<file path="src/rtl/instr_fetch_if.sv">
// instr_fetch_if: instruction-ROM request/response, redirect and decode-side valid/ready bundle.
// Latency: none (wires only). Backpressure: out_ready from decode, honoured by the fetch stage.
// Ports: master = fetch stage (drives imem_addr/imem_rd/out_*), slave = ROM + decode + branch unit.
// Optional IF_PERF_CNT_EN adds fetch_cnt/stall_cnt, driven by the master.
interface instr_fetch_if #(
  parameter int PC_W = 12
);
  logic [PC_W-1:0] imem_addr;
  logic            imem_rd;
  logic [31:0]     imem_q;
  logic            redirect;
  logic [PC_W-1:0] redirect_pc;
  logic            out_ready;
  logic            out_valid;
  logic [31:0]     out_instr;
  logic [PC_W-1:0] out_pc;
  logic [4:0]      opcode;
  logic [4:0]      ALUop;
`ifdef IF_PERF_CNT_EN
  logic [31:0]     fetch_cnt;
  logic [31:0]     stall_cnt;
`endif

  modport master (
    output imem_addr, imem_rd,
    input  imem_q,
    input  redirect, redirect_pc,
    input  out_ready,
    output out_valid, out_instr, out_pc, opcode, ALUop
`ifdef IF_PERF_CNT_EN
    , output fetch_cnt, stall_cnt
`endif
  );

  modport slave (
    input  imem_addr, imem_rd,
    output imem_q,
    output redirect, redirect_pc,
    output out_ready,
    input  out_valid, out_instr, out_pc, opcode, ALUop
`ifdef IF_PERF_CNT_EN
    , input fetch_cnt, stall_cnt
`endif
  );
endinterface

</file>
<file path="src/rtl/instr_fetch.sv">
// instr_fetch: holds the PC, requests the synchronous instruction ROM and hands words + PC to decode.
// Latency: request in cycle t, ROM word on imem_q in t+1, registered onto out_* for t+2; 1 instr/cycle.
// Backpressure: output register plus one skid entry; requests throttled so nothing is lost on stall.
// Ports: clock, reset (async active-high), bus (instr_fetch_if.master: imem_*, redirect*, out_*,
// opcode, ALUop). Define IF_PERF_CNT_EN to add the fetch_cnt/stall_cnt performance counters.
module instr_fetch #(
  parameter int              PC_W     = 12,
  parameter logic [PC_W-1:0] RESET_PC = '0
) (
  input  logic          clock,
  input  logic          reset,
  instr_fetch_if.master bus
);

  typedef enum logic [1:0] {BOOT, RUN, DRAIN} state_t;

  state_t          state;
  logic [PC_W-1:0] fetch_pc;
  logic            inflight;
  logic [PC_W-1:0] inflight_pc;
  logic            drop;
  logic            out_valid_q;
  logic [31:0]     out_instr_q;
  logic [PC_W-1:0] out_pc_q;
  logic            skid_valid;
  logic [31:0]     skid_instr;
  logic [PC_W-1:0] skid_pc;

  logic       consume;
  logic       out_free;
  logic       issue;
  logic       ret;
  logic [1:0] occ;
  logic [1:0] occ_after;

  assign consume   = out_valid_q & bus.out_ready;
  assign out_free  = ~out_valid_q | bus.out_ready;
  // Words held or owed to decode; at most 3 (output + skid + one in flight).
  assign occ       = {1'b0, out_valid_q} + {1'b0, skid_valid} + {1'b0, inflight};
  assign occ_after = occ - {1'b0, consume};
  // A new request must still have a slot when it returns, even if decode stalls from now on.
  // DRAIN is a bookkeeping state only, so the redirect target is fetched the very next cycle.
  assign issue     = (state != BOOT) && !bus.redirect && (occ_after < 2'd2);
  // drop marks the cycle right after a flush; no ROM response is accepted while it is set.
  assign ret       = inflight & ~drop;

  always_ff @(posedge clock or posedge reset) begin
    if (reset) begin
      state       <= BOOT;
      fetch_pc    <= RESET_PC;
      inflight    <= 1'b0;
      inflight_pc <= '0;
      drop        <= 1'b0;
      out_valid_q <= 1'b0;
      out_instr_q <= '0;
      out_pc_q    <= '0;
      skid_valid  <= 1'b0;
      skid_instr  <= '0;
      skid_pc     <= '0;
    end else begin
      inflight <= issue;
      drop     <= 1'b0;
      if (issue) begin
        inflight_pc <= fetch_pc;
        fetch_pc    <= fetch_pc + 1'b1;
      end
      if (bus.redirect) begin
        // Flush wins over everything: the word on out_* (even if accepted this cycle), the skid
        // entry and the ROM word arriving now are all discarded.
        out_valid_q <= 1'b0;
        skid_valid  <= 1'b0;
        fetch_pc    <= bus.redirect_pc;
        drop        <= inflight;
        state       <= inflight ? DRAIN : RUN;
      end else begin
        state <= RUN;
        if (out_free) begin
          if (skid_valid) begin
            // Skid is older than any returning word, so it goes out first.
            out_valid_q <= 1'b1;
            out_instr_q <= skid_instr;
            out_pc_q    <= skid_pc;
            skid_valid  <= ret;
            if (ret) begin
              skid_instr <= bus.imem_q;
              skid_pc    <= inflight_pc;
            end
          end else if (ret) begin
            out_valid_q <= 1'b1;
            out_instr_q <= bus.imem_q;
            out_pc_q    <= inflight_pc;
          end else begin
            out_valid_q <= 1'b0;
          end
        end else if (ret) begin
          // Output stalled: the issue throttle guarantees the skid is empty here.
          skid_valid <= 1'b1;
          skid_instr <= bus.imem_q;
          skid_pc    <= inflight_pc;
        end
      end
    end
  end

  // imem_rd is combinational because the ROM address and strobe belong to the same cycle.
  assign bus.imem_addr = fetch_pc;
  assign bus.imem_rd   = issue;
  assign bus.out_valid = out_valid_q;
  assign bus.out_instr = out_instr_q;
  assign bus.out_pc    = out_pc_q;
  assign bus.opcode    = out_instr_q[31:27];
  assign bus.ALUop     = out_instr_q[6:2];

`ifdef IF_PERF_CNT_EN
  logic [31:0] fetch_cnt_q;
  logic [31:0] stall_cnt_q;

  // Counters survive redirects; only reset clears them.
  always_ff @(posedge clock or posedge reset) begin
    if (reset) begin
      fetch_cnt_q <= '0;
      stall_cnt_q <= '0;
    end else begin
      if (consume)
        fetch_cnt_q <= fetch_cnt_q + 32'd1;
      if (out_valid_q && !bus.out_ready)
        stall_cnt_q <= stall_cnt_q + 32'd1;
    end
  end

  assign bus.fetch_cnt = fetch_cnt_q;
  assign bus.stall_cnt = stall_cnt_q;
`endif

endmodule

</file>
<file path="src/flat_wrapper.sv">
// flat-port wrapper written by rule: the top's interface ports become plain ports
module instr_fetch_flat 
#(
  parameter int              PC_W     = 12,
  parameter logic [PC_W-1:0] RESET_PC = '0
)
  (clock, reset, bus_imem_addr, bus_imem_rd, bus_imem_q, bus_redirect, bus_redirect_pc, bus_out_ready, bus_out_valid, bus_out_instr, bus_out_pc, bus_opcode, bus_ALUop);
  instr_fetch_if #(.PC_W(PC_W)) bus_i ();
  input  logic clock;
  input  logic reset;
  output wire logic [$bits(bus_i.imem_addr)-1:0] bus_imem_addr;
  output wire logic [$bits(bus_i.imem_rd)-1:0] bus_imem_rd;
  input wire logic [$bits(bus_i.imem_q)-1:0] bus_imem_q;
  input wire logic [$bits(bus_i.redirect)-1:0] bus_redirect;
  input wire logic [$bits(bus_i.redirect_pc)-1:0] bus_redirect_pc;
  input wire logic [$bits(bus_i.out_ready)-1:0] bus_out_ready;
  output wire logic [$bits(bus_i.out_valid)-1:0] bus_out_valid;
  output wire logic [$bits(bus_i.out_instr)-1:0] bus_out_instr;
  output wire logic [$bits(bus_i.out_pc)-1:0] bus_out_pc;
  output wire logic [$bits(bus_i.opcode)-1:0] bus_opcode;
  output wire logic [$bits(bus_i.ALUop)-1:0] bus_ALUop;
  assign bus_imem_addr = bus_i.imem_addr;
  assign bus_imem_rd = bus_i.imem_rd;
  assign bus_i.imem_q = bus_imem_q;
  assign bus_i.redirect = bus_redirect;
  assign bus_i.redirect_pc = bus_redirect_pc;
  assign bus_i.out_ready = bus_out_ready;
  assign bus_out_valid = bus_i.out_valid;
  assign bus_out_instr = bus_i.out_instr;
  assign bus_out_pc = bus_i.out_pc;
  assign bus_opcode = bus_i.opcode;
  assign bus_ALUop = bus_i.ALUop;
  instr_fetch #(.PC_W(PC_W), .RESET_PC(RESET_PC)) u_core (.clock(clock), .reset(reset), .bus(bus_i));
endmodule
</file>
<file path="config.mk">
export PLATFORM = sky130hd
export DESIGN_NAME = instr_fetch_flat
export DESIGN_NICKNAME = d
export VERILOG_FILES = /design/src/rtl/instr_fetch_if.sv /design/src/rtl/instr_fetch.sv /design/src/flat_wrapper.sv
export SDC_FILE = /design/constraint.sdc
export NUM_CORES = 1
export LEC_CHECK = 0
export CAP_MARGIN = 10
export CORE_ASPECT_RATIO = 1.2
export CORE_MARGIN = 2
export CORE_UTILIZATION = 47
export CTS_BUF_LIST = sky130_fd_sc_hd__clkbuf_4 sky130_fd_sc_hd__clkbuf_8
export CTS_CLUSTER_DIAMETER = 150
export CTS_CLUSTER_SIZE = 14
export DETAILED_ROUTE_END_ITERATION = 8
export PLACE_DENSITY = 0.84
export SYNTH_ARGS = -nofsm -noshare
export SYNTH_HDL_FRONTEND = slang
export SYNTH_SLANG_ARGS = --single-unit
</file>
<file path="constraint.sdc">
create_clock -name clock -period 3.7 [get_ports clock]
set_input_delay 0.555 -clock clock [delete_from_list [all_inputs] [get_ports clock]]
set_output_delay 0.555 -clock clock [all_outputs]
set_load 0.02 [all_outputs]
</file>
=== After elaboration in Yosys (flattened, before gate mapping) ===
Index checks and enable logic that the tools add are counted.
Widths: inputs -> output; s select.

* Bits of input ports: 48
* Word-level logic and storage cells: 56
* Register bits: 118

* Multiplexer cells: 23
* Bitwise operators: 6
* $add $sub $neg: 4
* Reduce and logical (&&, ||, !) cells: 10
* Equality and inequality tests: 1
* Order comparisons: 1

{| class="wikitable"
|+ Operators with widths
! operator !! count
|-
| $mux 32 || 5
|-
| $mux 12 || 7
|-
| $add 12x1->12 const B || 1
|-
| $mux 1 || 9
|-
| $reduce_bool 2->1 || 4
|-
| $mux 2 || 2
|-
| $not 1->1 || 3
|-
| $reduce_and 3->1 || 1
|-
| $reduce_bool 3->1 || 1
|-
| $add 1x1->2 || 1
|-
| $add 2x1->2 || 1
|-
| $and 1x1->1 || 2
|-
| $logic_and 1x1->1 || 2
|-
| $lt 2x2->1 const B || 1
|-
| $ne 2x1->1 const B || 1
|-
| $reduce_and 2->1 || 1
|-
| $sub 2x1->2 || 1
|-
| $logic_not 1->1 || 1
|-
| $or 1x1->1 || 1
|}

=== Longest topological paths before layout ===
Gate-level depths: netlist of run 1.

* Depth after elaboration: 7
* Gate-level depth with buffers: 9

=== Least setup slack after synthesis of run 1 ===
Ideal clock, no wire load.

* Kind: in2out
* Start point: input port bus_out_ready
* End point: output port bus_imem_rd
* Stages on the path: 8
* Buffers on the path: 1
* Setup slack: 0.975 ns
* Arrival time: 2.170 ns
* Path through: and2_1 > ha_1 > inv_1 > ha_1 > a21oi_4 > mux2i_2 > nor2_2 > buf_2

* Longest elaborated chain between the ends: 4

{| class="wikitable"
|+ RTL lines
! what !! line !! text
|-
| start, declared || flat_wrapper.sv:16 || <nowiki>input wire logic [$bits(bus_i.out_ready)-1:0] bus_out_ready;</nowiki>
|-
| $and 1x1->1 || instr_fetch.sv:36 || <nowiki>assign consume = out_valid_q & bus.out_ready;</nowiki>
|-
| $sub 2x1->2 || instr_fetch.sv:40 || <nowiki>assign occ_after = occ - {1'b0, consume};</nowiki>
|-
| $lt 2x2->1 || instr_fetch.sv:43 || <nowiki>assign issue = (state != BOOT) && !bus.redirect && (occ_after < 2'd2);</nowiki>
|-
| $logic_and 1x1->1 || instr_fetch.sv:43 ||
|-
| end, declared || flat_wrapper.sv:12 || <nowiki>output wire logic [$bits(bus_i.imem_rd)-1:0] bus_imem_rd;</nowiki>
|}

No other way between the ends.

=== Worst setup path after layout of run 1 ===
Same ends and word-level chain as after synthesis.

==> flow_summary_export.csv, run 1 <==
group,metric,value,unit
logic_synthesis,synthArstFlopShare,1.00,
pwr,p_per_area,693,nW/um2
sta,tns,0,ns
sta,period_needed,3.60,ns
sta,max_freq,0.278,GHz
sta,slew_headroom,0.332,
cts,cts_tree,"yes",
global_route,track_usage,0.200,
cts,postCtsSetupRepairBufs,0,
logic_synthesis,yosysSeqAreaShare,0.567,
setup_path,worst-r2r-setup-slack,1.09,ns
routing,num_vias,3691,
logic_synthesis,yosysTopAreaCellShare,0.567,
sta,holdWs,0.485,ns
floorplan,initial_core_util,0.486,
floorplan,die_h,119,um
logic_synthesis,synth_area_leaders,"dfrtp_1 57%, mux2_2 11%, mux2i_1 8.7%",
outcome,status,"completed",
logic_synthesis,syn-instance-count,429,
place,place_congestion,0.847,
setup_path,required,3.14,ns
cts,cts-htree-levels,4,
global_route,grt_max_degree,50,
floorplan,core_area,10600,um2
cells_and_area,nets,591,
min_path,hold_class,"reg -> reg",
place,numPlacedInstances,650,
cells_and_area,drive_gt1_frac,0.188,
routing,wl_per_cell,16.3,um
logic_synthesis,synth_top_cells_by_count,"117 x dfrtp_1, 50 x mux2_2, 50 x nand2_1, 49 x o21ai_0, 45 x mux2i_1",
global_route,gr-usage-met3,0.0520,
setup_path,critPathLaunchType,"input port",
logic_synthesis,ys.flop_type,"dfrtp_1",
min_path,hold_depth,2,
min_path,whs_endpoint,"u_core.bus.out_instr[7]$_DFFE_PP0P_",
sta,setup_ws,0.105,ns
min_path,worst_hold_startpoint,"u_core.bus.out_instr[7]$_DFFE_PP0P_",
cells_and_area,multiInputGateArea,2030,um2
setup_path,endpoint_kind,"output port",
logic_synthesis,ys_ff_latch,117,
setup_path,path_cells,"clkdlybuf4s50_1, and2_1, ha_1, inv_1, ha_1, a21oi_4, mux2i_2, nor2_2, clkdlybuf4s50_1",
cells_and_area,seqCellArea,2930,um2
cts,clkSinkCount,117,
setup_path,timing.rr.end,"u_core.inflight_pc[0]$_DFFE_PP0P_",
setup_path,critical-path-max-stage-delay,0.55,ns
routing,dr.pass1.iters,4,
cts,cts_root_buf,"clkbuf_8",
sta,worstMarginPinSlew,1.00,ns
routing,drtIter0Drc,166,
routing,drc,0,
floorplan,io_pins,116,
cells_and_area,fillers,820,
logic_synthesis,synth.distinct_cells,41,
logic_synthesis,yosysWarnings,0,
cts,cts_resized,0,
sta,drv_slew,0,
sta,rsz0062_at_grt,"no",
cts,cts_made_buffers,17,
global_route,gr-usage-met1,0.245,
floorplan,die_x,99.7,um
setup_path,cp.depth,9,
global_route,use_met2,0.342,
logic_synthesis,synthesis.nets,480,
floorplan,die_area,11800,um2
setup_path,reg2reg_from,"u_core.bus.out_valid$_DFFE_PP0P_",
setup_path,path_class,"in -> out",
floorplan,rows,41,
place,place_ws,0.128,ns
cts,postCtsHoldBufs,0,
pwr,power_leakage,2.92,nW
place,post-dp-hpwl,7440,um
logic_synthesis,synth_edf_count,0,
setup_path,critPathMaxFanout,8,
sta,clock_skew,0.00919,ns
place,numPortBuffers,115,
sta,hold_violations,0,
setup_path,worst_path_max_delay_cell,"clkdlybuf4s50_1",
routing,totalWireLength,11100,um
logic_synthesis,syn_area,5160,um2
cells_and_area,instances_no_fill,682,
routing,ant_nets,0,
logic_synthesis,post_synth.cell_area_avg,12.0,um2
logic_synthesis,yosysTopAreaCell,"dfrtp_1",
global_route,grt-busiest-layer,"met2",
global_route,grt_pass1_wl,18800,um
setup_path,r2r_cells,9,
setup_path,path_buf_inv,3,
flow_run,max_cap_violations,0,
sta,setup_viol,0,
global_route,grt_overflow,0,
cts,clk_latency,0.42,ns
setup_path,worstPathArrival,3.04,ns
setup_path,crit_family,"buffers and inverters",
logic_synthesis,yosysMostFrequentCell,"dfrtp_1",
global_route,grt_pass1_vias,3893,
cells_and_area,antenna_cells,0,
routing,via_per_inst,5.41,
cts,cts.clk_slew.worst_paths,0.06,ns
cts,cts_max_path_buffers,2,
sta,min_period_over_period,0.972,
cells_and_area,syn_to_final_growth,33.2,%
global_route,antenna_found_initial,0,
pwr,vdd_drop_max,0.000376,V
[where the power goes]
| part | total, mW | switching [mW] | internal (mW) |
|---|---|---|---|
| clock network | 1.39 | 0.488 | 0.897 |
| registers | 1.98 | 0.271 | 1.70 |
| logic | 1.40 | 0.675 | 0.728 |
| total | 4.76 | 1.43 | 3.33 |
[sequential cells by signal, summed over array words and instances, names as in the netlist]
register and flops:
u_core.bus.imem_addr 12, u_core.bus.out_instr 32, u_core.drop 1, u_core.state 1
u_core.skid_pc 12, u_core.bus.out_valid 1, u_core.bus.out_pc 12, u_core.inflight 1
u_core.skid_instr 32, u_core.inflight_pc 12, u_core.skid_valid 1
[worst max path at each step]
stage                        startpoint                                   to
final                     bus_out_ready                          bus_imem_rd
after global routing      bus_out_ready                          bus_imem_rd
after CTS                 bus_out_ready                          bus_imem_rd
after detailed placement  bus_out_ready                          bus_imem_rd
after global placement    bus_out_ready                          bus_imem_rd
after floorplan                   reset  u_core.bus.imem_addr[0]$_DFFE_PP0P_
[area by class of cell]
| class | instances | share of cell area |
|---|---|---|
| Sequential cell | 117 | 0.426 |
| Multi-Input combinational cell | 270 | 0.296 |
| Timing Repair Buffer | 124 | 0.179 |
| Clock buffer | 24 | 0.0453 |
| Clock inverter | 8 | 0.0246 |
| Tap cell | 129 | 0.0235 |
| Inverter | 10 | 0.00582 |
[through the flow]
step	util	instance area [um2]	power [mW]
3_5_place_dp	0.602	6390	3.41
2_1_floorplan	-	5160	2.75
6_report	0.647	6880	4.76
4_1_cts	0.647	6880	4.81
3_3_place_gp	0.602	6390	3.33
5_1_grt	0.647	6880	5.01
[worst reg2reg max path, cell delays in order (launching register included)]
cell and delay, ns:
dfrtp_1 0.41, and2_1 0.15, ha_1 0.26, inv_1 0.04, ha_1 0.31, a21oi_4 0.24
mux2i_2 0.43, nor2_2 0.07, buf_4 0.22, mux2_1 0.35
[cells by family after synthesis]
kind of cell	Yosys count	synth area share
XOR/XNOR	2	0.00485
adder cells (fa/ha/maj)	3	0.00727
multiplexers	103	0.214
AND/OR/NAND/NOR	87	0.0783
buffers and inverters	42	0.0422
flip-flops	117	0.567
AO/OA/AOI/OAI	75	0.0858
[metal layers]
layer	part of all wire	up-vias	routed length, um
li1	-	1741	-
met3	0.050	11	558
met4	0.010	0	114
met1	0.42	1817	4660
met5	0	-	0
met2	0.52	122	5770
[layout by cell type (no fill, tap or decap), types with 8 or more instances in the layout]
cell               n
buf_4              8
clkbuf_8          21
clkdlybuf4s50_1  115
dfrtp_1          116
inv_1              8
mux2_2            50
mux2i_1           45
nand2_1           50
nor2_1            10
o21ai_0           49
Note: power is estimated with default switching activity, not from simulation.
==> run 2: changes to the inputs <==
Settings changed: CORE_MARGIN 2 to not set.
==> run 2 against run 1 <==
  * The flow now finishes with violations (design-rule violations)
  * Sequential power about the same
  * Power shrank 7.0%
  * Maximum frequency up 2.0%
  * Core utilization decreased by 1.3 points
  * Count of clock-buffer cells in the layout decreased by 4
  * Clock power fell by 24%
  * First-iteration DRC count rose by 8.4%
  * Worst setup slack gained 0.070 ns
  * Sequential cell count unchanged
  * Sequential share of layout area is 0.85 points higher
  * Die area fell by 3.7%
  * Largest power group unchanged
==> flow_summary_export.csv, run 2 (synthesis gave the netlist of run 1 again) <==
group,metric,value,unit
routing,ant_nets,0,
setup_path,path_class,"in -> out",
cts,cts_tree,"yes",
floorplan,core_area,10600,um2
pwr,vdd_drop_max,0.000332,V
setup_path,critical-path-max-stage-delay,0.54,ns
cts,cts_root_buf,"clkbuf_8",
setup_path,critPathMaxFanout,3,
sta,min_period_over_period,0.953,
floorplan,die_x,97.7,um
cts,postCtsSetupRepairBufs,0,
floorplan,rows,41,
sta,hold_violations,0,
routing,via_per_inst,5.42,
setup_path,required,3.14,ns
global_route,track_usage,0.203,
cts,cts_max_path_buffers,2,
floorplan,io_pins,116,
routing,drc,14,
routing,num_vias,3660,
floorplan,initial_core_util,0.486,
sta,max_freq,0.284,GHz
setup_path,path_cells,"clkdlybuf4s50_1, and2_1, ha_1, inv_1, ha_1, a21oi_4, mux2i_2, nor2_2, clkdlybuf4s50_1",
cells_and_area,mostFrequentLayoutCells,"116 x dfrtp_1, 115 x clkdlybuf4s50_1, 50 x mux2_2, 50 x nand2_1, 49 x o21ai_0",
cells_and_area,drive_gt1_frac,0.178,
pwr,p_per_area,657,nW/um2
sta,setup_ws,0.175,ns
sta,clock_skew,0.00962,ns
min_path,hold_class,"reg -> reg",
flow_run,max_cap_violations,0,
place,post-dp-hpwl,7280,um
routing,dr.pass1.iters,6,
cts,clk_latency,0.42,ns
routing,drtIter0Drc,180,
sta,setup_viol,0,
cts,cts.clk_slew.worst_paths,0.06,ns
global_route,grt_pass1_vias,3757,
cells_and_area,nets,589,
place,numPortBuffers,115,
setup_path,worstPathArrival,2.97,ns
global_route,grt_overflow,0,
sta,period_needed,3.53,ns
cells_and_area,postLayoutCoreUtil,0.635,
place,place_ws,0.217,ns
cells_and_area,layout_commonest_cell,"dfrtp_1",
cts,cts-htree-levels,4,
cells_and_area,antenna_cells,0,
global_route,grt_max_degree,62,
routing,totalWireLength,10800,um
global_route,grt_pass1_wl,17800,um
floorplan,die_h,117,um
setup_path,endpoint_kind,"output port",
cts,postCtsHoldBufs,0,
setup_path,critPathLaunchType,"input port",
cts,cts_resized,0,
sta,rsz0062_at_grt,"no",
floorplan,die_area,11400,um2
pwr,power_leakage,2.86,nW
cts,clkSinkCount,117,
cells_and_area,syn_to_final_growth,30.6,%
place,place_congestion,0.811,
outcome,violations,"design-rule violations",
cts,cts_made_buffers,17,
global_route,antenna_found_initial,0,
sta,tns,0,ns
outcome,status,"finished with violations",
routing,wl_per_cell,16.0,um
setup_path,worst_path_max_delay_cell,"clkdlybuf4s50_1",
sta,drv_slew,0,
sta,worstMarginPinSlew,0.921,ns
sta,slew_headroom,0.386,
-- run 2: cell count changes in the layout (fill, tap and decap cells not counted) --
| cell | previous run | this run |
|---|---|---|
| clkinv_2 | 2 | 5 |
| clkinv_4 | 1 | 0 |
| clkbuf_4 | 3 | 2 |
| buf_4 | 8 | 5 |
| buf_12 | 1 | 2 |
| bufinv_16 | 5 | 2 |
| clkbuf_8 | 21 | 18 |
-- run 2: path summary, 6_finish.rpt --
kind                            slack (ns)                                start  cells past startpoint                                   end
worst min register to register        0.48  u_core.bus.out_instr[8]$_DFFE_PP0P_                      2   u_core.bus.out_instr[8]$_DFFE_PP0P_
worst max-delay path                  0.17                        bus_out_ready                      9                           bus_imem_rd
worst min-delay path                  0.48  u_core.bus.out_instr[8]$_DFFE_PP0P_                      2   u_core.bus.out_instr[8]$_DFFE_PP0P_
worst max register to register        1.26     u_core.bus.out_valid$_DFFE_PP0P_                      8  u_core.bus.imem_addr[11]$_DFFE_PP0P_
max in group asynchronous             2.31                                reset                      3         u_core.skid_valid$_DFFE_PP0P_
min in group asynchronous             0.60                                reset                      2  u_core.bus.out_instr[20]$_DFFE_PP0P_
-- run 2: layout make-up --
type	count	area (um2)
fill	841	3880
multi-input combinational	270	2030
clock inverter	7	85.1
sequential	117	2930
clock buffer	20	263
timing repair buffer	122	1230
tap	129	161
inverter	10	40.0
-- run 2: worst max-delay path: cells and delay by family --
kind / cells / cell delay [ns]
adder cells (fa/ha/maj): 2 / 0.57
AO/OA/AOI/OAI: 1 / 0.23
buffers and inverters: 3 / 1.07
multiplexers: 1 / 0.29
AND/OR/NAND/NOR: 2 / 0.27
-- run 2: metrics by stage --
| stage | cell area (um2) | hold slack [ns] | total power, mW | cells |
|---|---|---|---|---|
| global route | 6740 | 0.496 | 4.68 | 675 |
| CTS | 6740 | 0.483 | 4.48 | 675 |
| global placement | 6390 | 0.461 | 3.33 | 648 |
| finish | 6740 | 0.477 | 4.43 | 675 |
| detailed placement | 6390 | 0.470 | 3.41 | 648 |
| floorplan | 5160 | 0.476 | 2.75 | 429 |
-- run 2: layer usage --
metal	GRT usage	vias up	wire length (um)
met5	0	-	0
met4	0.0960	0	263
met3	0.0588	23	520
met2	0.349	114	5520
met1	0.237	1801	4460
li1	-	1722	-
-- run 2: report_power, final --
group | switching [mW] | total [mW] | internal, mW
combinational | 0.674 | 1.40 | 0.730
clock | 0.456 | 1.06 | 0.605
sequential | 0.260 | 1.96 | 1.70
==> run 3: changes to the inputs <==
Settings changed: CTS_CLUSTER_SIZE 14 to not set.
==> results of run 3 <==
Final layout, timing and power as in run 2 (identical DEF).
